**config.mk**
```make
export PLATFORM = sky130hd
export DESIGN_NAME = serializer_piso
export DESIGN_NICKNAME = d
export VERILOG_FILES = /design/src/rtl/serializer_piso.sv
export SDC_FILE = /design/constraint.sdc
export NUM_CORES = 1
export LEC_CHECK = 0
export CORE_UTILIZATION = 55
export DETAILED_ROUTE_END_ITERATION = 10
export PLACE_DENSITY = 0.78
export SYNTH_ARGS = -nofsm -noshare
export SYNTH_HDL_FRONTEND = slang
export SYNTH_SLANG_ARGS = --single-unit
export TNS_END_PERCENT = 1
```
**constraint.sdc**
```tcl
create_clock -name i_clk -period 5.5 [get_ports i_clk]
set_clock_uncertainty 0.1 [all_clocks]
set_input_delay 1.65 -clock i_clk [delete_from_list [all_inputs] [get_ports i_clk]]
set_output_delay 1.65 -clock i_clk [all_outputs]
set_load 0.01 [all_outputs]
```
**src/rtl/serializer_piso.sv**
```systemverilog
// serializer_piso: parallel-in / serial-out lane serializer with a one-word
// holding buffer so that back-to-back words stream without idle beats.
// Each DIN_WIDTH-bit word is emitted as DIN_WIDTH/LANE_WIDTH lanes, either
// least significant lane first (MSB_FIRST=0) or most significant first.
module serializer_piso #(
  parameter int DIN_WIDTH  = 16,
  parameter int LANE_WIDTH = 1,
  parameter int MSB_FIRST  = 0
) (
  input  logic                  i_clk,
  input  logic                  i_rst,
  input  logic                  i_en,
  input  logic [DIN_WIDTH-1:0]  iv_din,
  input  logic                  i_din_valid,
  output logic                  o_din_ready,
  output logic [LANE_WIDTH-1:0] ov_dout,
  output logic                  o_dout_valid,
  input  logic                  i_dout_ready,
  output logic                  o_last,
  output logic                  o_busy
);

  // Number of lanes per word; guarded so a zero lane width cannot divide by zero
  localparam int N  = (LANE_WIDTH > 0) ? (DIN_WIDTH / LANE_WIDTH) : 0;
  localparam int CW = (N >= 2) ? $clog2(N) : 1;
  localparam logic [CW-1:0] LAST_CNT = CW'(N - 1);

  if ((LANE_WIDTH < 1) || ((DIN_WIDTH % LANE_WIDTH) != 0) || (N < 2)) begin : g_bad_params
    $error("serializer_piso: LANE_WIDTH must divide DIN_WIDTH with at least 2 lanes");
  end

  // EMPTY: nothing stored; ACTIVE: shift_reg only; FULL: shift_reg and hold_reg
  typedef enum logic [1:0] {
    ST_EMPTY  = 2'd0,
    ST_ACTIVE = 2'd1,
    ST_FULL   = 2'd2
  } state_t;

  state_t                 state_q, state_d;
  logic [DIN_WIDTH-1:0]   shift_q, shift_d;
  logic [DIN_WIDTH-1:0]   hold_q,  hold_d;
  logic [CW-1:0]          cnt_q,   cnt_d;

  logic [DIN_WIDTH-1:0]   shifted_s;
  logic [LANE_WIDTH-1:0]  lane_s;
  logic                   din_ready_s;
  logic                   dout_valid_s;
  logic                   acc_s;
  logic                   xfer_s;
  logic                   last_beat_s;
  logic                   last_xfer_s;

  // Handshake qualifiers; both sides are blocked while disabled or in reset
  assign din_ready_s  = i_en & ~i_rst & (state_q != ST_FULL);
  assign dout_valid_s = i_en & ~i_rst & (state_q != ST_EMPTY);
  assign acc_s        = i_en & i_din_valid & din_ready_s;
  assign xfer_s       = i_en & dout_valid_s & i_dout_ready;
  assign last_beat_s  = (cnt_q == LAST_CNT);
  assign last_xfer_s  = xfer_s & last_beat_s;

  assign o_din_ready  = din_ready_s;
  assign o_dout_valid = dout_valid_s;
  assign o_last       = dout_valid_s & last_beat_s;
  assign o_busy       = (state_q != ST_EMPTY);
  assign ov_dout      = (state_q != ST_EMPTY) ? lane_s : {LANE_WIDTH{1'b0}};

  // Pick the outgoing lane and the zero-filled shift for the configured order
  always_comb begin
    lane_s    = shift_q[LANE_WIDTH-1:0];
    shifted_s = shift_q >> LANE_WIDTH;
    if (MSB_FIRST != 0) begin
      lane_s    = shift_q[DIN_WIDTH-1 -: LANE_WIDTH];
      shifted_s = shift_q << LANE_WIDTH;
    end else begin
      lane_s    = shift_q[LANE_WIDTH-1:0];
      shifted_s = shift_q >> LANE_WIDTH;
    end
  end

  // Next-state and storage update for the shift/hold pair
  always_comb begin
    state_d = state_q;
    shift_d = shift_q;
    hold_d  = hold_q;
    cnt_d   = cnt_q;

    // A non-final beat leaving the block advances the current word by one lane
    if (xfer_s && !last_beat_s) begin
      shift_d = shifted_s;
      cnt_d   = cnt_q + CW'(1'b1);
    end else begin
      shift_d = shift_q;
      cnt_d   = cnt_q;
    end

    case (state_q)
      ST_EMPTY: begin
        if (acc_s) begin
          shift_d = iv_din;
          cnt_d   = {CW{1'b0}};
          state_d = ST_ACTIVE;
        end else begin
          state_d = ST_EMPTY;
        end
      end
      ST_ACTIVE: begin
        if (acc_s) begin
          if (last_xfer_s) begin
            // Word boundary coincides with a new word: load straight in, no bubble
            shift_d = iv_din;
            cnt_d   = {CW{1'b0}};
            state_d = ST_ACTIVE;
          end else begin
            hold_d  = iv_din;
            state_d = ST_FULL;
          end
        end else if (last_xfer_s) begin
          shift_d = {DIN_WIDTH{1'b0}};
          cnt_d   = {CW{1'b0}};
          state_d = ST_EMPTY;
        end else begin
          state_d = ST_ACTIVE;
        end
      end
      ST_FULL: begin
        if (last_xfer_s) begin
          shift_d = hold_q;
          hold_d  = {DIN_WIDTH{1'b0}};
          cnt_d   = {CW{1'b0}};
          state_d = ST_ACTIVE;
        end else begin
          state_d = ST_FULL;
        end
      end
      default: begin
        // Unreachable encoding: drop everything and return to a known idle state
        shift_d = {DIN_WIDTH{1'b0}};
        hold_d  = {DIN_WIDTH{1'b0}};
        cnt_d   = {CW{1'b0}};
        state_d = ST_EMPTY;
      end
    endcase
  end

  // State and storage registers with asynchronous reset
  always_ff @(posedge i_clk or posedge i_rst) begin
    if (i_rst) begin
      state_q <= ST_EMPTY;
      shift_q <= {DIN_WIDTH{1'b0}};
      hold_q  <= {DIN_WIDTH{1'b0}};
      cnt_q   <= {CW{1'b0}};
    end else begin
      state_q <= state_d;
      shift_q <= shift_d;
      hold_q  <= hold_d;
      cnt_q   <= cnt_d;
    end
  end

endmodule

```
==> summary.md, run 1 <==
Cells and area
* 317 — number of inserted filler cells in the final layout
* 0 — number of antenna cells inserted
* 7.51% — layout cells sized above 1
* 68.2% — Finished Core Util
* 279 — final net count
* 17.6% — Area Growth Syn to Fin

Clock tree
* 5 — number of buffers created by CTS
* 70 ps — post-CTS clock slew at the launch and capture registers of the worst setup and hold paths
* 2 — clock buffer depth
* 290 ps — source-to-sink clock delay at the later pin of the worst-skew pair
* yes — TritonCTS clock tree
* 0 — post-CTS setup buffers
* 0 — Post-CTS Hold Buffers
* 38 — CTS sink cnt
* clkbuf_8 — library cell used as clock root buffer
* 0 — # resized after CTS
* 2 — level count of the clock H-tree

Power
* 1.12 mW — overall power of the completed layout
* 1.09 nW — leakage power of the design
* 260 uV — worst vdd ir
* 443 nW/um^2 — power density over cell area

Global routing
* 0 — grt ovf
* 1,659 — number of global-route vias before repair
* 23 — largest net degree at the start of global routing
* 0 — antenna violations before repair
* 7960 um — global-route wire length before repair
* 25.2% — total global routing track utilization

Logic synthesis
* 34 — Synth cell types
* 259 — number of nets produced by synthesis
* 232 — cells after synthesis
* 9.30 um^2 — mean area per synthesized cell
* 44.1% — share of synthesized area occupied by flip-flops and latches
* 38 — total of flip-flops plus latches after synthesis
* 2160 um^2 — Synth Cell Area
* 0 — number of warnings reported in the yosys synthesis log

Outcome
* completed — result of the run

Worst setup path
* 2 — worst path buffer plus inverter count
* 3090 ps — Worst Path Arrival
* 3750 ps — Required @ worst endpoint
* buffers and inverters — Crit path max-delay family
* input port — Critical Path Source Type
* 6 — peak fanout along the critical path
* in -> out — crit path kind
* 550 ps — Largest stage delay, worst path
* output pin — endpoint type of the worst setup path
* clkdlybuf4s50_1 — most frequent CP cell
* clkdlybuf4s50_1 -> nand2b_1 -> nor3_1 -> clkdlybuf4s50_1 — cell breakdown of the critical path
* clkdlybuf4s50_1 — Max stage delay cell, worst path

Place
* 25 — Port Buf Inserts
* 2970 um — HPWL after detailed placement
* 0.764 — Routability Congestion
* 667 ps — dpl ws

Timing
* 0 — final number of setup-violating endpoints
* 4840 ps — shortest clock period the worst path allows after layout
* 42.0% — Max transition margin
* 871 ps — Tightest Pin Transition
* false — setup repair after global routing missed its margin
* 206 MHz — Max Clk Rate
* 0 — number of max-slew violations in the final report
* 420 ps — post-route worst hold slack
* 0 ps — Fin Setup TNS
* 88.1% — portion of the clock cycle consumed by the worst path in the final layout
* 655 ps — Final WS setup
* 0 — final count of hold timing violations

Floorplan
* 64.6 um — die height
* 4180 um^2 — Die ar.
* 3720 um^2 — core outline area
* 22 — total number of placement rows
* 64.6 um — chip width
* 58.0% — effective utilization at floorplan
* 26 — number of I/O pins

Job
* 0 — Max Cap Violations

Drt
* 5.88 — post-detailed-route via-to-cell ratio
* 15.1 um — detailed-route wire length per cell
* 0 — number of DRC violations after detailed routing
* 4540 um — final routed wirelength across all metal layers
* 120 — drt first-iter violations
* 4 — First-pass DRT Iterations
* 1,770 — total number of vias
* 0 — post-detailed-route count of antenna-violating nets

Worst hold path
* reg -> reg — Worst Hold Class

## layout make-up
type | instances | area [um^2] | area share, %
sequential | 38 | 951 | 37.5
multi-input combinational | 156 | 1040 | 41.2
timing repair buffer | 31 | 295 | 11.6
inverter | 20 | 75.1 | 2.96
clock buffer | 8 | 110 | 4.34
tap | 48 | 60.1 | 2.37
## routing by layer
| metal | vias to the layer above | global-route usage (%) | wire [um] |
|---|---|---|---|
| li1 | 859 | - | - |
| met1 | 862 | 35.3 | 2130 |
| met2 | 42 | 38.7 | 2170 |
| met3 | 7 | 5.11 | 174 |
| met4 | 0 | 9.44 | 65 |
| met5 | - | 0 | 0 |
## through the flow
step | instances | area, um^2
global route | 301 | 2540
detailed placement | 293 | 2430
finish | 301 | 2540
floorplan | 232 | 2160
CTS | 301 | 2540
global placement | 293 | 2430
## where the power goes
part           total (mW)  internal (mW)  switching (mW)
Combinational       0.481          0.211           0.269
Sequential          0.418          0.369          0.0484
Clock               0.224          0.127          0.0978
## tightest hold or removal path, delay by kind of cell, from the launching register on
family                 cells  cell delay [ps]
buffers and inverters      1               50
multiplexers               1               50
flip-flops                 1              380
## sequential cells by signal (all words and copies together) (netlist names)
signal	flops
hold_q	16
shift_q	16
cnt_q	4
state_q	2
## worst paths after layout
kind / start / slack [ps] / end / depth (start not counted)
worst min register to register: hold_q[6] / 420 / hold_q[6] / 2
worst min-delay path: hold_q[6] / 420 / hold_q[6] / 2
worst max register to register: state_q[0] / 2570 / hold_q[1] / 7
min in group asynchronous: i_rst / 1740 / cnt_q[3] / 2
worst max-delay path: i_rst / 660 / o_last / 4
max in group asynchronous: i_rst / 2820 / shift_q[3] / 3
## Yosys cell counts, drive strengths merged
master	number	area, um^2
o22ai	1	6.26
o31ai	1	12.5
a221oi	2	35.0
and4b	1	10.0
nor2	7	26.3
a21boi	1	7.51
nor3	3	15.0
nand3	19	95.1
nand2	35	139
dfrtp	38	951
xor2	1	8.76
inv	20	75.1
clkbuf	12	45.0
xnor2	1	8.76
buf	6	41.3
a21o	16	120
and4bb	2	28.8
mux2i	16	160
o21ai	2	10.0
ha	6	75.1
nand3b	1	7.51
and3	2	12.5
a32oi	15	131
nand4bb	1	11.3
nand2b	2	12.5
nor2b	1	6.26
a21oi	18	90.1
a22oi	2	15.0
## cell families (layout without fill, tap and decap cells)
kind of cell	after synthesis	count (layout)	synth area share (%)
AOI/OAI and AO/OA	58	58	19.8
muxes	16	16	7.42
DFF	38	38	44.1
xor gates and xnor gates	2	2	0.812
buffers and inverters	38	59	7.48
adders and majority gates	6	6	3.48
and+or+nand+nor	74	74	16.9
## placed cells by master, fill, tap and decap left out, types with 7 or more instances in the layout
cell type / netlist / routed
inv_1: 20 / 20
clkbuf_8: 0 / 8
nand3_1: 19 / 19
mux2i_1: 16 / 16
nand2_1: 34 / 34
a21o_1: 16 / 16
a21oi_1: 18 / 18
dfrtp_1: 38 / 38
nor2_1: 7 / 7
clkdlybuf4s50_1: 0 / 25
a32oi_1: 15 / 15
No activity file was read; power rests on OpenSTA's default activity.
==> run 2: changes to the inputs <==
CORE_UTILIZATION = 50   (was 55)
PLACE_DENSITY = 0.75   (was 0.78)
clock period = 4.19 ns   (was 5.5 ns; I/O delays follow)
==> run 2 against run 1 <==
Effect of this change: clock-buffer cell count down 3; hold slack better by 1.5 ps; core utilization decreased by 5.0 points; clock power increased by 39%; die area rose by 9.7%; critical path depth unchanged; worst setup slack worse by 510 ps; first-iteration DRC count up 18%; highest routed layer unchanged; via count down 4.2%; routed wire length is 3.9% lower; largest cell class unchanged; final cell count up 1.7%; non-clock buffer count grew 3; critical endpoint unchanged.
==> summary.md, run 2 (synthesis results as in run 1) <==
Cells and area
* 0 — number of antenna cells inserted, unchanged
* 8.59% — layout cells sized above 1, +1.1 points
* 306 — Non-Filler Instances, +1.7%
* dfrtp_1 (38), nand2_1 (34), clkdlybuf4s50_1 (25) — commonest cells after routing, fill and taps aside
* 342 — number of inserted filler cells in the final layout, +7.9%
* dfrtp_1 — leading cell type in the layout, fill and taps excluded
* 18.9% — Area Growth Syn to Fin
* 951 um^2 — sequential cell area, unchanged
* hold_q: 16 flops, shift_q: 16 flops, cnt_q: 4 flops — biggest registers after layout
* 282 — final net count, +1.1%
* 1040 um^2 — area occupied by multi-input gates, unchanged

Clock tree
* 2 — clock buffer depth, unchanged
* clkbuf_8 — library cell used as clock root buffer
* 0 — Post-CTS Hold Buffers, unchanged
* 0 — # resized after CTS, unchanged
* 0 — post-CTS setup buffers, unchanged
* 290 ps — source-to-sink clock delay at the later pin of the worst-skew pair, about the same
* yes — TritonCTS clock tree
* 80 ps — post-CTS clock slew at the launch and capture registers of the worst setup and hold paths, about the same
* 5 — number of buffers created by CTS, unchanged
* 38 — CTS sink cnt, unchanged
* 2 — level count of the clock H-tree, unchanged

Drt
* 141 — drt first-iter violations, +18%
* 4370 um — final routed wirelength across all metal layers, -3.9%
* 0 — number of DRC violations after detailed routing, unchanged
* 0 — post-detailed-route count of antenna-violating nets, unchanged
* 4 — First-pass DRT Iterations, unchanged
* 5.54 — post-detailed-route via-to-cell ratio, -5.8%
* 14.3 um — detailed-route wire length per cell, -5.5%
* 1,695 — total number of vias, -4.2%

Power
* 0.940 mW — Int Power, +33%
* 1.10 nW — leakage power of the design, +0.78%
* 36.8% — sequential fraction of design power, -0.4 points
* 42.3% — logic gate share of total power, -0.5 points
* 20.9% — proportion of power drawn by the clock network, +0.9 points
* 36.6% — switching share of power, -0.35 points
* 579 nW/um^2 — power density over cell area, +31%
* 267 uV — worst vdd ir, +3.1%
* 0.544 mW — net load switching power, +31%

Place
* 25 — Port Buf Inserts, unchanged
* 298 — number of placed cells counting well taps, +1.7%
* 0.805 — Routability Congestion, +5.3%
* 2790 um — HPWL after detailed placement, -6.1%

Timing
* 0 — number of max-slew violations in the final report, unchanged
* 0 ps — Fin Setup TNS, unchanged
* 868 ps — Tightest Pin Transition, -2.58 ps
* false — setup repair after global routing missed its margin
* 247 MHz — Max Clk Rate
* 0 — final number of setup-violating endpoints, unchanged
* 96.5% — portion of the clock cycle consumed by the worst path in the final layout
* 42.1% — Max transition margin, +0.17 points
* 0 — final count of hold timing violations, unchanged
* 4040 ps — shortest clock period the worst path allows after layout

Worst setup path
* in -> out — crit path kind
* 7 — cell count of the worst reg-to-reg path, unchanged
* clkdlybuf4s50_1 — Max stage delay cell, worst path
* 5 — peak fanout along the critical path, -1
* 2 — worst path buffer plus inverter count, unchanged
* 2830 ps — Required @ worst endpoint, -920 ps
* input port — Critical Path Source Type
* clkdlybuf4s50_1 -> nand2b_1 -> nor3_1 -> clkdlybuf4s50_1 — cell breakdown of the critical path
* 4 — critical path depth, unchanged
* 560 ps — Largest stage delay, worst path, about the same
* 2690 ps — Worst Path Arrival, -400 ps
* output pin — endpoint type of the worst setup path
* buffers and inverters — Crit path max-delay family
* clkdlybuf4s50_1 — most frequent CP cell

Global routing
* 39 — largest net degree at the start of global routing, +70%
* 7340 um — global-route wire length before repair, -7.8%
* 0 — antenna violations before repair, unchanged
* 22.0% — total global routing track utilization, -3.3 points
* 1,557 — number of global-route vias before repair, -6.1%
* 0 — grt ovf, unchanged

Floorplan
* 67.7 um — chip width, +4.7%
* 4060 um^2 — core outline area, +9.2%
* 4580 um^2 — Die ar., +9.7%
* 26 — number of I/O pins, unchanged
* 53.2% — effective utilization at floorplan, -4.9 points
* 23 — total number of placement rows, +4.5%
* 67.7 um — die height, +4.7%

Worst hold path
* 2 — cell depth of the worst min-delay path, unchanged
* reg -> reg — Worst Hold Class

Outcome
* completed — result of the run

Job
* 0 — Max Cap Violations, unchanged

==> run 2: cell count changes in the layout (fill, tap and decap cells not counted), sizes merged <==
cell      before  now
clkbuf         8    5
buf            6    9
clkinvlp       0    2
bufinv         0    1
==> run 2: area by class of cell <==
class	count	share of cell area, %
clock inverter	3	1.76
multi-input combinational	156	40.7
tap	50	2.44
sequential	38	37.1
inverter	20	2.93
timing repair buffer	34	12.4
clock buffer	5	2.68
==> run 2: per-stage QoR <==
stage | power (mW) | cell area (um^2) | worst slack (ps) | hold WS (ps) | util (%)
floorplan | 1.02 | 2160 | 1090 | 393 | -
global placement | 1.17 | 2450 | 180 | 405 | 60.4
detailed placement | 1.18 | 2450 | 157 | 410 | 60.4
CTS | 1.50 | 2560 | 152 | 422 | 63.2
global route | 1.59 | 2560 | 74.8 | 438 | 63.2
finish | 1.48 | 2560 | 146 | 421 | 63.2
==> run 2: final timing paths <==
path	endpoint	start	slack, ps
max	o_last	i_en	150
min	hold_q[15]	hold_q[15]	420
max reg2reg	hold_q[11]	state_q[0]	1680
min reg2reg	hold_q[15]	hold_q[15]	420
max in group asynchronous	hold_q[3]	i_rst	2210
min in group asynchronous	shift_q[0]	i_rst	1450
==> run 2: layer usage <==
layer,up-vias,share of wire (%),track usage (%)
met2,35,47,36.5
met1,800,49,29.2
met3,2,4.3,3.04
met4,0,0.32,7.18
met5,-,0,0
li1,858,-,-
==> run 2: power groups by stage <==
stage | Clock [mW] | Combinational [mW] | Sequential [mW]
after floorplan | 0 | 0.486 | 0.539
after global placement | 0 | 0.618 | 0.551
after detailed placement | 0 | 0.629 | 0.553
after CTS | 0.317 | 0.633 | 0.546
after global routing | 0.332 | 0.699 | 0.561
final | 0.311 | 0.627 | 0.546
==> run 2: worst reg2reg max path, cell delays in order (launching register included) <==
cell and delay (ps):
dfrtp_1 380, inv_1 70, ha_1 340, and4bb_4 570, nand2_4 100, a221oi_4 280
buf_4 340, mux2i_1 250
